### config.mk
export PLATFORM = sky130hd
export DESIGN_NAME = lc2k_ctrl_fsm
export DESIGN_NICKNAME = d
export VERILOG_FILES = /design/src/rtl/lc2k_ctrl_fsm.sv
export SDC_FILE = /design/constraint.sdc
export NUM_CORES = 1
export LEC_CHECK = 0
export ABC_AREA = 1
export ABC_CLOCK_PERIOD_IN_PS = 1200
export CORE_ASPECT_RATIO = 0.8
export CORE_MARGIN = 2
export CORE_UTILIZATION = 26
export CTS_CLUSTER_SIZE = 14
export DETAILED_ROUTE_END_ITERATION = 12
export GPL_ROUTABILITY_DRIVEN = 1
export PLACE_DENSITY = 0.9
export SLEW_MARGIN = 20
export SYNTH_ARGS = -nofsm -noshare
export SYNTH_HDL_FRONTEND = slang
export SYNTH_SLANG_ARGS = --single-unit
### constraint.sdc
create_clock -name clock -period 1.2 [get_ports clock]
set_input_delay 0.18 -clock clock [delete_from_list [all_inputs] [get_ports clock]]
set_output_delay 0.18 -clock clock [all_outputs]
set_load 0.01 [all_outputs]
### src/rtl/lc2k_ctrl_fsm.sv
// lc2k_ctrl_fsm: multicycle control FSM for the LC2K core.
// Steps one instruction at a time through fetch, decode, execute and then
// memory and/or writeback, driving the shared ALU, the PC/IR/ALUOUT/MDR
// latches, the register file and a single-ported memory.
// Optional macro LC2K_PERF_CNT_EN adds cycle_cnt / instr_cnt counters.
`ifndef DATA_LEN
`define DATA_LEN 32
`endif

module lc2k_ctrl_fsm #(
    parameter int CNT_W = 32
) (
    input  logic                 clock,
    input  logic                 reset_n,
    input  logic                 start,
    input  logic [`DATA_LEN-1:0] instr,
    input  logic                 alu_eq,
    input  logic                 mem_ready,
    output logic                 mem_req,
    output logic                 mem_we,
    output logic                 mem_addr_sel,
    output logic                 ir_we,
    output logic                 mdr_we,
    output logic                 pc_we,
    output logic [1:0]           pc_sel,
    output logic                 alu_op,
    output logic [1:0]           alu_a_sel,
    output logic [1:0]           alu_b_sel,
    output logic                 aluout_we,
    output logic                 reg_we,
    output logic                 reg_wr_sel,
    output logic [1:0]           reg_data_sel,
    output logic                 halted,
    output logic [3:0]           state_dbg
`ifdef LC2K_PERF_CNT_EN
    ,
    output logic [CNT_W-1:0]     cycle_cnt,
    output logic [CNT_W-1:0]     instr_cnt
`endif
);

    typedef enum logic [3:0] {
        S_IDLE   = 4'd0,
        S_FETCH  = 4'd1,
        S_DECODE = 4'd2,
        S_EXEC   = 4'd3,
        S_MEM    = 4'd4,
        S_WB     = 4'd5,
        S_BEQ1   = 4'd6,
        S_BEQ2   = 4'd7,
        S_BEQ3   = 4'd8,
        S_HALT   = 4'd9
    } state_e;

    localparam logic [2:0] OP_ADD  = 3'd0;
    localparam logic [2:0] OP_NOR  = 3'd1;
    localparam logic [2:0] OP_LW   = 3'd2;
    localparam logic [2:0] OP_SW   = 3'd3;
    localparam logic [2:0] OP_BEQ  = 3'd4;
    localparam logic [2:0] OP_JALR = 3'd5;
    localparam logic [2:0] OP_HALT = 3'd6;

    state_e     state_q, state_d;
    logic [2:0] opc;

    // Only the opcode field steers control; the rest of IR feeds the datapath.
    logic unused_instr_bits;
    assign unused_instr_bits = ^{instr[`DATA_LEN-1:25], instr[21:0]};

    assign opc       = instr[24:22];
    assign state_dbg = state_q;

    // Next-state and strobe decode from current state and opcode.
    always_comb begin
        state_d      = state_q;
        mem_req      = 1'b0;
        mem_we       = 1'b0;
        mem_addr_sel = 1'b0;
        ir_we        = 1'b0;
        mdr_we       = 1'b0;
        pc_we        = 1'b0;
        pc_sel       = 2'd0;
        alu_op       = 1'b0;
        alu_a_sel    = 2'd0;
        alu_b_sel    = 2'd0;
        aluout_we    = 1'b0;
        reg_we       = 1'b0;
        reg_wr_sel   = 1'b0;
        reg_data_sel = 2'd0;
        halted       = 1'b0;
        case (state_q)
            S_IDLE: begin
                if (start) state_d = S_FETCH;
            end
            S_FETCH: begin
                // Request held at PC until memory accepts; IR and PC+1 load together.
                mem_req = 1'b1;
                if (mem_ready) begin
                    ir_we   = 1'b1;
                    pc_we   = 1'b1;
                    state_d = S_DECODE;
                end
            end
            S_DECODE: begin
                case (opc)
                    OP_ADD, OP_NOR, OP_LW, OP_SW: state_d = S_EXEC;
                    OP_BEQ:                       state_d = S_BEQ1;
                    OP_JALR:                      state_d = S_WB;
                    OP_HALT:                      state_d = S_HALT;
                    default:                      state_d = S_FETCH;
                endcase
            end
            S_EXEC: begin
                aluout_we = 1'b1;
                case (opc)
                    OP_ADD: state_d = S_WB;
                    OP_NOR: begin
                        alu_op  = 1'b1;
                        state_d = S_WB;
                    end
                    OP_LW, OP_SW: begin
                        alu_b_sel = 2'd1;
                        state_d   = S_MEM;
                    end
                    default: state_d = S_FETCH;
                endcase
            end
            S_MEM: begin
                mem_req      = 1'b1;
                mem_addr_sel = 1'b1;
                mem_we       = (opc == OP_SW);
                if (mem_ready) begin
                    if (opc == OP_SW) begin
                        state_d = S_FETCH;
                    end else begin
                        mdr_we  = 1'b1;
                        state_d = S_WB;
                    end
                end
            end
            S_WB: begin
                reg_we  = 1'b1;
                state_d = S_FETCH;
                case (opc)
                    OP_LW: begin
                        reg_wr_sel   = 1'b1;
                        reg_data_sel = 2'd1;
                    end
                    OP_JALR: begin
                        // PC already holds PC+1; regA is read before this write lands.
                        reg_wr_sel   = 1'b1;
                        reg_data_sel = 2'd2;
                        pc_we        = 1'b1;
                        pc_sel       = 2'd2;
                    end
                    default: ;
                endcase
            end
            S_BEQ1: begin
                // ALUOUT = ~regB (nor of regB with itself).
                alu_a_sel = 2'd2;
                alu_op    = 1'b1;
                aluout_we = 1'b1;
                state_d   = S_BEQ2;
            end
            S_BEQ2: begin
                // ALUOUT = ~regB + 1 = -regB.
                alu_a_sel = 2'd1;
                alu_b_sel = 2'd2;
                aluout_we = 1'b1;
                state_d   = S_BEQ3;
            end
            S_BEQ3: begin
                // regA + (-regB) is zero exactly when the operands match.
                alu_b_sel = 2'd3;
                if (alu_eq) begin
                    pc_we  = 1'b1;
                    pc_sel = 2'd1;
                end
                state_d = S_FETCH;
            end
            S_HALT: begin
                halted = 1'b1;
            end
            default: state_d = S_IDLE;
        endcase
    end

    // State register; async reset returns to IDLE, dropping every strobe at once.
    always_ff @(posedge clock or negedge reset_n) begin
        if (!reset_n) state_q <= S_IDLE;
        else          state_q <= state_d;
    end

`ifdef LC2K_PERF_CNT_EN
    logic [CNT_W-1:0] cycle_cnt_q, cycle_cnt_d;
    logic [CNT_W-1:0] instr_cnt_q, instr_cnt_d;

    // Cycles count while busy; instructions retire on re-entry to FETCH or HALT.
    always_comb begin
        cycle_cnt_d = cycle_cnt_q;
        instr_cnt_d = instr_cnt_q;
        if (state_q != S_IDLE && state_q != S_HALT)
            cycle_cnt_d = cycle_cnt_q + CNT_W'(1);
        if ((state_d == S_FETCH && state_q != S_FETCH && state_q != S_IDLE) ||
            (state_d == S_HALT && state_q != S_HALT))
            instr_cnt_d = instr_cnt_q + CNT_W'(1);
    end

    // Counter registers.
    always_ff @(posedge clock or negedge reset_n) begin
        if (!reset_n) begin
            cycle_cnt_q <= '0;
            instr_cnt_q <= '0;
        end else begin
            cycle_cnt_q <= cycle_cnt_d;
            instr_cnt_q <= instr_cnt_d;
        end
    end

    assign cycle_cnt = cycle_cnt_q;
    assign instr_cnt = instr_cnt_q;
`else
    logic unused_cnt_w;
    assign unused_cnt_w = (CNT_W > 0);
`endif

endmodule

==> reports/metrics.yaml, run 1 <==
drt:
  finalWirelength_mm: 2.76
  drtAntennaViolNets: 0
  wl_per_cell_um: 14.4
  drt-vias-per-instance: 4.91
  drc: 0
  vias: 937
  drt-initial-drc-count: 27
  drt_pass1_iterations: 4
floorplan:
  initial_core_util_pct: 27.0
  die_x_um: 53.1
  dieArea_um2: 2300
  die_h_um: 43.3
  row_count: 14
  io_pins: 60
  core_area_um2: 1860
synth:
  yosysWarnings: 0
  synth-edff-count: 0
  synth-seq-cells: 4
  ys_seq_area_share_pct: 20.0
  synthTopCellsByArea: "nand2_1, dfrtp_1, nor2_1"
  netlist_area_um2: 502
  yosysUniqueCellTypes: 14
  synth_nets: 133
  async_flop_share_pct: 100
  synth_most_common_cell: "nand2_1"
  synthCells: 96
  ys.flop_type: "dfrtp_1"
  yosys-top-cells-count: "nand2_1, nor2_1, inv_1, nand3_1"
  synth.avg_cell_area_um2: 5.23
  synth_top_area_share_pct: 21.7
  synth_top_cell_by_area: "nand2_1"
global_route:
  grt_pass1_vias: 788
  grt_max_degree: 7
  antenna_found_initial: 0
  grtUsageTotal_pct: 19.9
  grt.overflow.total: 0
  grt_pass1_wl_mm: 3.31
power:
  switchingPower_uw: 1380
  pwr-share-seq_pct: 10.9
  comb_power_share_pct: 82.9
  power.density_nw_per_um2: 2230
  p_sw_share_pct: 47.7
  p_leak_uw: 0.000769
  peakVddDrop_mv: 1.41
  clkPwrFrac_pct: 6.2
  p_int_uw: 1510
sta:
  min_period_ps: 1680
  fin_skew_ps: 10.1
  setup_slack_ps: -483
  finalHoldViolations: 0
  finalSetupViolations: 25
  fin_crit_sh_pct: 140
  fmax_mhz: 594
  relSlewSlack_pct: 83.5
  drv_slew: 0
  finalSetupTns_ps: -7820
  tightest_slew_ps: 247
  rsz0062_at_grt: "true"
  whs_ps: 139
clock_network:
  clk_latency_ps: 250
  clockBufferDepth: 2
  cts_tree: "done"
  clock-root-buffer: "clkbuf_4"
  cts_inserted_buffers: 3
  cts.sink_count: 4
  clkTransAtPathRegs_ps: 50
  htreeDepth: 1
  hold_buffers: 0
placed_design:
  hpwl_mm: 1.47
  dp.cells: 165
  finalWeightedCongestion: 0.884
  placed_cell_area_um2: 962
  dp_slack_ps: -719
  io_buffers: 30
run_status:
  status: "complete, but fails checks"
  violations: "setup timing"
setup_path:
  slowest_stage: "dfrtp_2"
  crit_buf_inv: 4
  cp_max_fo: 3
  path_depth: 7
  reg2regPathDepth: 9
  criticalPathCategory: "reg2out"
  critPathArrivalTime_ps: 1500
  cp.required_ps: 1020
  slowest_delay_ps: 420
  worstSetupEndpointType: "primary output"
  r2r_slack_ps: -300
  cp_top_family: "buffers and inverters"
  crit_chain: "buf_4 > buf_6 > inv_4 > nor2_4 > nand2_2 > o21ai_1 > buf_2"
  start_kind: "register"
finish:
  largest_reg_flops: 4
  final_cells: 191
  final_area_um2: 1300
  syn2layout_area_growth_pct: 159
  final_nets: 206
  antenna_cells: 0
  drive_above_1_share_pct: 63.5
hold_path:
  holdCritPathClass: "in2async"
run:
  drv_cap: 0
[layout make-up]
cell class | count | area, um2
Timing Repair Buffer | 68 | 589
Tap cell | 24 | 30.0
Multi-Input combinational cell | 71 | 464
Sequential cell | 4 | 105
Clock buffer | 3 | 22.5
Fill cell | 142 | 559
Inverter | 21 | 86.3
[layer usage]
metal	share of wire (%)	vias to the layer above	track usage, %
li1	-	432	-
met1	39	436	24.0
met2	51	61	35.5
met3	7.1	8	5.28
met4	2.6	0	3.08
met5	0	-	0
[stage by stage]
stage / power, uW / util, %
after floorplan: 1030 / -
after detailed placement: 1760 / 51.8
after CTS: 2180 / 56.9
after global placement: 1710 / 51.8
final: 2890 / 69.9
after global routing: 3080 / 69.9
[layout by cell type, fill, tap and decap left out, drive strengths merged]
cell and instances:
nand2 33, o211ai 1, nor3 3, dfrtp 4, nand3 6, o31ai 1
dlygate4sd2 2, clkdlybuf4s50 7, inv 21, clkbuf 3, o21ai 3, a21oi 1
buf 59, nor2 23
[power by group through the flow]
stage                     Clock [uW]  Combinational [uW]  Sequential [uW]
after global placement             0                1410              301
after detailed placement           0                1450              305
after floorplan                    0                 709              324
after global routing             205                2560              319
final                            180                2400              314
after CTS                        178                1700              299
[cells by family (layout without fill, tap and decap cells)]
group	count (synthesis)	in the layout	share of synthesized area (%)
compound gates	6	6	6.98
simple gates	65	65	57.4
flops	4	4	20.0
buf+inv	21	92	15.7
[what timing repair did]
item / 4_1_cts / 5_1_grt
buffers inserted: 9 / 16
pin swaps: 5 / 14
endpoints found under the setup margin: 26 / 26
hold endpoints to repair: 0 / 0
resized for setup: 103 / 49
[worst paths after layout]
check | startpoint | to
max in group asynchronous | reset_n | state_dbg[1]
max reg2reg | state_dbg[3] | state_dbg[3]
min reg2reg | state_dbg[0] | state_dbg[1]
max | state_dbg[3] | alu_b_sel[0]
min in group clock | mem_ready | state_dbg[2]
min | reset_n | state_dbg[3]
Power figures use the tool's default switching activity.
==> inputs of run 2 (changes only) <==
Settings changed: MAX_ROUTING_LAYER set to met4.
==> run 2 against run 1 <==
  * The flow still finishes with violations (setup timing)
  * Hold slack better by 5.8 ps
  * Largest cell class unchanged
  * Clock skew is essentially flat
  * Highest routed layer unchanged
  * Clock power decreased by 4%
  * Fmax rose by 4.4%
==> reports/metrics.yaml, run 2 (synthesis gave the netlist of run 1 again) <==
clock_network:
  clock-root-buffer: "clkbuf_4"  # unchanged
  hold_buffers: 0  # unchanged
  cts_tree: "done"  # unchanged
  cts_inserted_buffers: 3  # unchanged
  htreeDepth: 1  # unchanged
  cts.sink_count: 4  # unchanged
  clk_latency_ps: 240  # was 250 ps
  clockBufferDepth: 2  # unchanged
  clkTransAtPathRegs_ps: 40  # was 50 ps
finish:
  finish.utilization_pct: 63.3  # was 69.9%
  layout_common_cells: "nand2_1, buf_6, buf_4"  # was buf_4, buf_6, nand2_1
  drive_above_1_share_pct: 61.1  # was 63.5%
  antenna_cells: 0  # unchanged
  largest_reg_flops: 4  # unchanged
  final_cells: 181  # was 191
  final_common_cell: "nand2_1"  # was buf_4
  syn2layout_area_growth_pct: 134  # was 159%
  final_nets: 196  # was 206
global_route:
  grt_pass1_vias: 733  # was 788
  grt_use_met3_pct: 6.69  # was 5.28%
  globalRouteMet1Util_pct: 24.6  # was 24.0%
  grt_util_met2_pct: 31.8  # was 35.5%
  top_usage_layer: "met2"  # unchanged
  antenna_found_initial: 0  # unchanged
  grtUsageTotal_pct: 19.7  # was 19.9%
  grt_pass1_wl_mm: 3.17  # was 3.31 mm
  grt.overflow.total: 0  # unchanged
  grt_max_degree: 7  # unchanged
setup_path:
  slowest_delay_ps: 410  # was 420 ps
  r2r_slack_ps: -190  # was -300 ps
  criticalPathCategory: "reg2out"  # unchanged
  slowest_stage: "dfrtp_2"  # unchanged
  worstSetupEndpointType: "primary output"  # unchanged
  worstReg2RegEnd: "state_dbg[0]"  # was state_dbg[3]
  reg2reg_from: "state_dbg[2]"  # was state_dbg[3]
  crit_start: "state_dbg[2]"  # was state_dbg[3]
  start_kind: "register"  # unchanged
  crit_chain: "inv_2 > nor2_4 > nand2_4 > inv_4 > nand2_4 > inv_2 > nor2_1 > nand2_1 > buf_2"  # was buf_4 > buf_6 > inv_4 > nor2_4 > nand2_2 > o21ai_1 > buf_2
  cp_max_fo: 4  # was 3
  reg2regPathDepth: 10  # was 9
  cp.required_ps: 1020  # about the same
  critPathArrivalTime_ps: 1430  # was 1500 ps
sta:
  fin_skew_ps: 10.1  # about the same
  finalSetupTns_ps: -6680  # was -7820 ps
  setup_slack_ps: -412  # was -483 ps
  tightest_slew_ps: 259  # was 247 ps
  finalSetupViolations: 24  # was 25
  fin_crit_sh_pct: 134  # was 140%
  drv_slew: 0  # unchanged
  finalHoldViolations: 0  # unchanged
  relSlewSlack_pct: 82.7  # was 83.5%
  min_period_ps: 1610  # was 1680 ps
  rsz0062_at_grt: "true"  # unchanged
  fmax_mhz: 620  # was 594 MHz
run_status:
  status: "complete, but fails checks"  # unchanged
  violations: "setup timing"  # unchanged
drt:
  finalWirelength_mm: 2.19  # was 2.76 mm
  drt-initial-drc-count: 13  # was 27
  wl_per_cell_um: 12.1  # was 14.4 um
  drtAntennaViolNets: 0  # unchanged
  drt_pass1_iterations: 4  # unchanged
  vias: 822  # was 937
  drt-vias-per-instance: 4.54  # was 4.91
  drc: 0  # unchanged
power:
  p_leak_uw: 0.000712  # was 0.000769 uW
  power.density_nw_per_um2: 2230  # about the same
  peakVddDrop_mv: 1.38  # was 1.41 mV
floorplan:
  core_area_um2: 1860  # unchanged
  die_h_um: 43.3  # unchanged
  row_count: 14  # unchanged
  die_x_um: 53.1  # unchanged
  io_pins: 60  # unchanged
  initial_core_util_pct: 27.0  # unchanged
  dieArea_um2: 2300  # unchanged
placed_design:
  io_buffers: 30  # unchanged
  finalWeightedCongestion: 0.905  # was 0.884
  dp_slack_ps: -712  # was -719 ps
  dp.cells: 167  # was 165
  hpwl_mm: 1.43  # was 1.47 mm
hold_path:
  holdCritPathClass: "in2async"  # unchanged
run:
  drv_cap: 0  # unchanged
[run 2: how the worst max path moves through the flow]
stage / to / slack (ps) / depth (start not counted)
6_report: pc_we / -410 / 9
5_1_grt: pc_we / -490 / 9
4_1_cts: pc_we / -340 / 9
3_5_place_dp: pc_we / -710 / 8
3_3_place_gp: pc_we / -660 / 8
2_1_floorplan: pc_we / -50 / 7
[run 2: area by class of cell]
cell class	instances	area, um2
inverters	21	83.8
fillers	172	681
multi-input cells	71	443
repair buffers	58	492
well taps	24	30.0
clock buffers	3	22.5
flip-flops and latches	4	105
[run 2: routing by layer]
| layer | part of all wire (%) | vias to the layer above | wire (um) |
|---|---|---|---|
| met5 | 0 | - | 0 |
| met4 | 0.69 | 0 | 15 |
| met3 | 6.2 | 2 | 135 |
| met2 | 50 | 35 | 1090 |
| met1 | 43 | 372 | 949 |
| li1 | - | 413 | - |
[run 2: metrics by stage]
step	power, uW	cell area [um2]	hold WS [ps]
after detailed placement	1810	977	401
final	2630	1180	145
after floorplan	1030	519	-116
after CTS	2320	1080	143
after global routing	2830	1180	140
after global placement	1770	977	385
[run 2: critical path, delay by kind of cell (launching register included)]
| kind | cells | cell delay, ps |
|---|---|---|
| buf+inv | 4 | 330 |
| flops | 1 | 410 |
| simple gates | 5 | 450 |
[run 2: power by group]
part	internal, uW	switching (uW)	leakage [uW]
combinational	1070	1070	0.000652
sequential	205	100	0.0000467
clock	112	60.9	0.0000138
[run 2: timing repair]
action / 4_1_cts / 5_1_grt
setup endpoints to repair: 26 / 25
buffers inserted: 10 / 3
cloned: 0 / 0
resized for setup: 111 / 32
pin swaps: 5 / 11
==> inputs of run 3 (changes only) <==
Settings changed: CORE_MARGIN 2 to 3.
==> run 3 against run 2 <==
  * The flow still finishes with violations (setup timing)
  * Combinational power grew 13%
  * First-iteration DRC count grew 130%
  * Worst setup slack gained 11 ps
  * Register-to-register slack lost 90 ps
  * Die area grew 8.6%
==> reports/metrics.yaml, run 3 (synthesis gave the netlist of run 1 again) <==
run_status:
  status: "complete, but fails checks"  # unchanged
  violations: "setup timing"  # unchanged
clock_network:
  clock-root-buffer: "clkbuf_4"  # unchanged
  hold_buffers: 0  # unchanged
  cts_inserted_buffers: 3  # unchanged
  cts.sink_count: 4  # unchanged
  clockBufferDepth: 2  # unchanged
  clkTransAtPathRegs_ps: 40  # about the same
  cts_tree: "done"  # unchanged
  htreeDepth: 1  # unchanged
  clk_latency_ps: 240  # about the same
sta:
  tightest_slew_ps: 261  # was 259 ps
  fmax_mhz: 625  # was 620 MHz
  setup_slack_ps: -401  # was -412 ps
  finalSetupViolations: 25  # was 24
  min_period_ps: 1600  # was 1610 ps
  relSlewSlack_pct: 82.6  # was 82.7%
  rsz0062_at_grt: "true"  # unchanged
  fin_crit_sh_pct: 133  # was 134%
  finalHoldViolations: 0  # unchanged
  finalSetupTns_ps: -6630  # was -6680 ps
  drv_slew: 0  # unchanged
  fin_skew_ps: 7.89  # was 10.1 ps
setup_path:
  critPathArrivalTime_ps: 1420  # was 1430 ps
  slowest_stage: "dfrtp_2"  # unchanged
  criticalPathCategory: "reg2out"  # unchanged
  slowest_delay_ps: 410  # about the same
  start_kind: "register"  # unchanged
  crit_chain: "buf_6 > nor2_4 > nand3_2 > o31ai_2 > buf_2"  # was inv_2 > nor2_4 > nand2_4 > inv_4 > nand2_4 > inv_2 > nor2_1 > nand2_1 > buf_2
  cp.required_ps: 1020  # about the same
  cp_max_fo: 4  # unchanged
  worstSetupEndpointType: "primary output"  # unchanged
power:
  total_power_uw: 2920  # was 2630 uW
  p_leak_uw: 0.000740  # was 0.000712 uW
  peakVddDrop_mv: 1.24  # was 1.38 mV
  power.density_nw_per_um2: 2300  # was 2230 nW/um2
run:
  drv_cap: 0  # unchanged
finish:
  final_common_cell: "buf_4"  # was nand2_1
  syn2layout_area_growth_pct: 153  # was 134%
  final_nets: 204  # was 196
  antenna_cells: 0  # unchanged
  drive_above_1_share_pct: 61.8  # was 61.1%
  layout_common_cells: "buf_4, nand2_1, buf_6"  # was nand2_1, buf_6, buf_4
  largest_reg_flops: 4  # unchanged
  final_area_um2: 1270  # was 1180 um2
floorplan:
  dieArea_um2: 2500  # was 2300 um2
  initial_core_util_pct: 29.1  # was 27.0%
  die_h_um: 45.3  # was 43.3 um
  core_area_um2: 1720  # was 1860 um2
  die_x_um: 55.1  # was 53.1 um
  row_count: 13  # was 14
  io_pins: 60  # unchanged
placed_design:
  placed_cell_area_um2: 982  # was 977 um2
  finalWeightedCongestion: 0.891  # was 0.905
  io_buffers: 30  # unchanged
  hpwl_mm: 1.45  # was 1.43 mm
hold_path:
  holdCritPathClass: "in2async"  # unchanged
global_route:
  grt_pass1_wl_mm: 3.73  # was 3.17 mm
  grtUsageTotal_pct: 21.9  # was 19.7%
  grt.overflow.total: 0  # unchanged
  antenna_found_initial: 0  # unchanged
  grt_max_degree: 6  # was 7
  grt_pass1_vias: 828  # was 733
drt:
  wl_per_cell_um: 14.8  # was 12.1 um
  drtAntennaViolNets: 0  # unchanged
  drt_pass1_iterations: 4  # unchanged
  drt-initial-drc-count: 30  # was 13
  drc: 0  # unchanged
  vias: 896  # was 822
  drt-vias-per-instance: 4.79  # was 4.54
  finalWirelength_mm: 2.77  # was 2.19 mm
## run 3: critical path, delay by kind of cell, from the launching register on
kind / cells / cell delay, ps
flip-flops: 1 / 410
AND/OR/NAND/NOR: 2 / 260
AO/OA/AOI/OAI: 1 / 200
buffers and inverters: 2 / 310
## run 3: what timing repair did
item | CTS | global route
pin swaps | 17 | 10
setup buffers | 15 | 6
setup endpoints to repair | 26 | 27
gates resized for setup | 113 | 32
gates cloned | 0 | 0
## run 3: report_power, final
part,internal [uW],switching (uW),leakage (uW)
logic,1230,1200,0.000679
clock network,112,61.3,0.0000138
registers,205,116,0.0000467
total,1550,1370,0.000740
## run 3: worst paths after layout
kind / from / end / slack (ps) / cells past startpoint
max: state_dbg[2] / alu_op / -400 / 5
min: reset_n / state_dbg[3] / 140 / 1
max reg2reg: state_dbg[0] / state_dbg[0] / -280 / 11
min reg2reg: state_dbg[0] / state_dbg[0] / 840 / 4
max in group asynchronous: reset_n / state_dbg[0] / 860 / 1
min in group clock: mem_ready / state_dbg[2] / 690 / 4
## run 3: final cells by class
class	instances	area, um2
Timing Repair Buffer	66	578
Tap cell	22	27.5
Clock buffer	3	22.5
Inverter	21	86.3
Sequential cell	4	105
Fill cell	118	453
Multi-Input combinational cell	71	452
## run 3: metrics by stage
| step | utilization [%] | hold slack [ps] | instances | setup slack, ps |
|---|---|---|---|---|
| final | 73.7 | 141 | 187 | -401 |
| after global routing | 73.7 | 137 | 187 | -448 |
| after CTS | 66.7 | 132 | 183 | -367 |
| after detailed placement | 57.0 | 393 | 166 | -684 |
| after global placement | 57.0 | 387 | 166 | -652 |
| after floorplan | - | -116 | 96 | -46.4 |
## run 3: routing by layer
metal	global-route usage [%]	vias to the layer above	part of all wire [%]
met5	-	-	0
met4	7.28	0	5.3
met3	5.94	16	7.2
met2	37.5	49	49
met1	24.3	407	38
li1	-	424	-
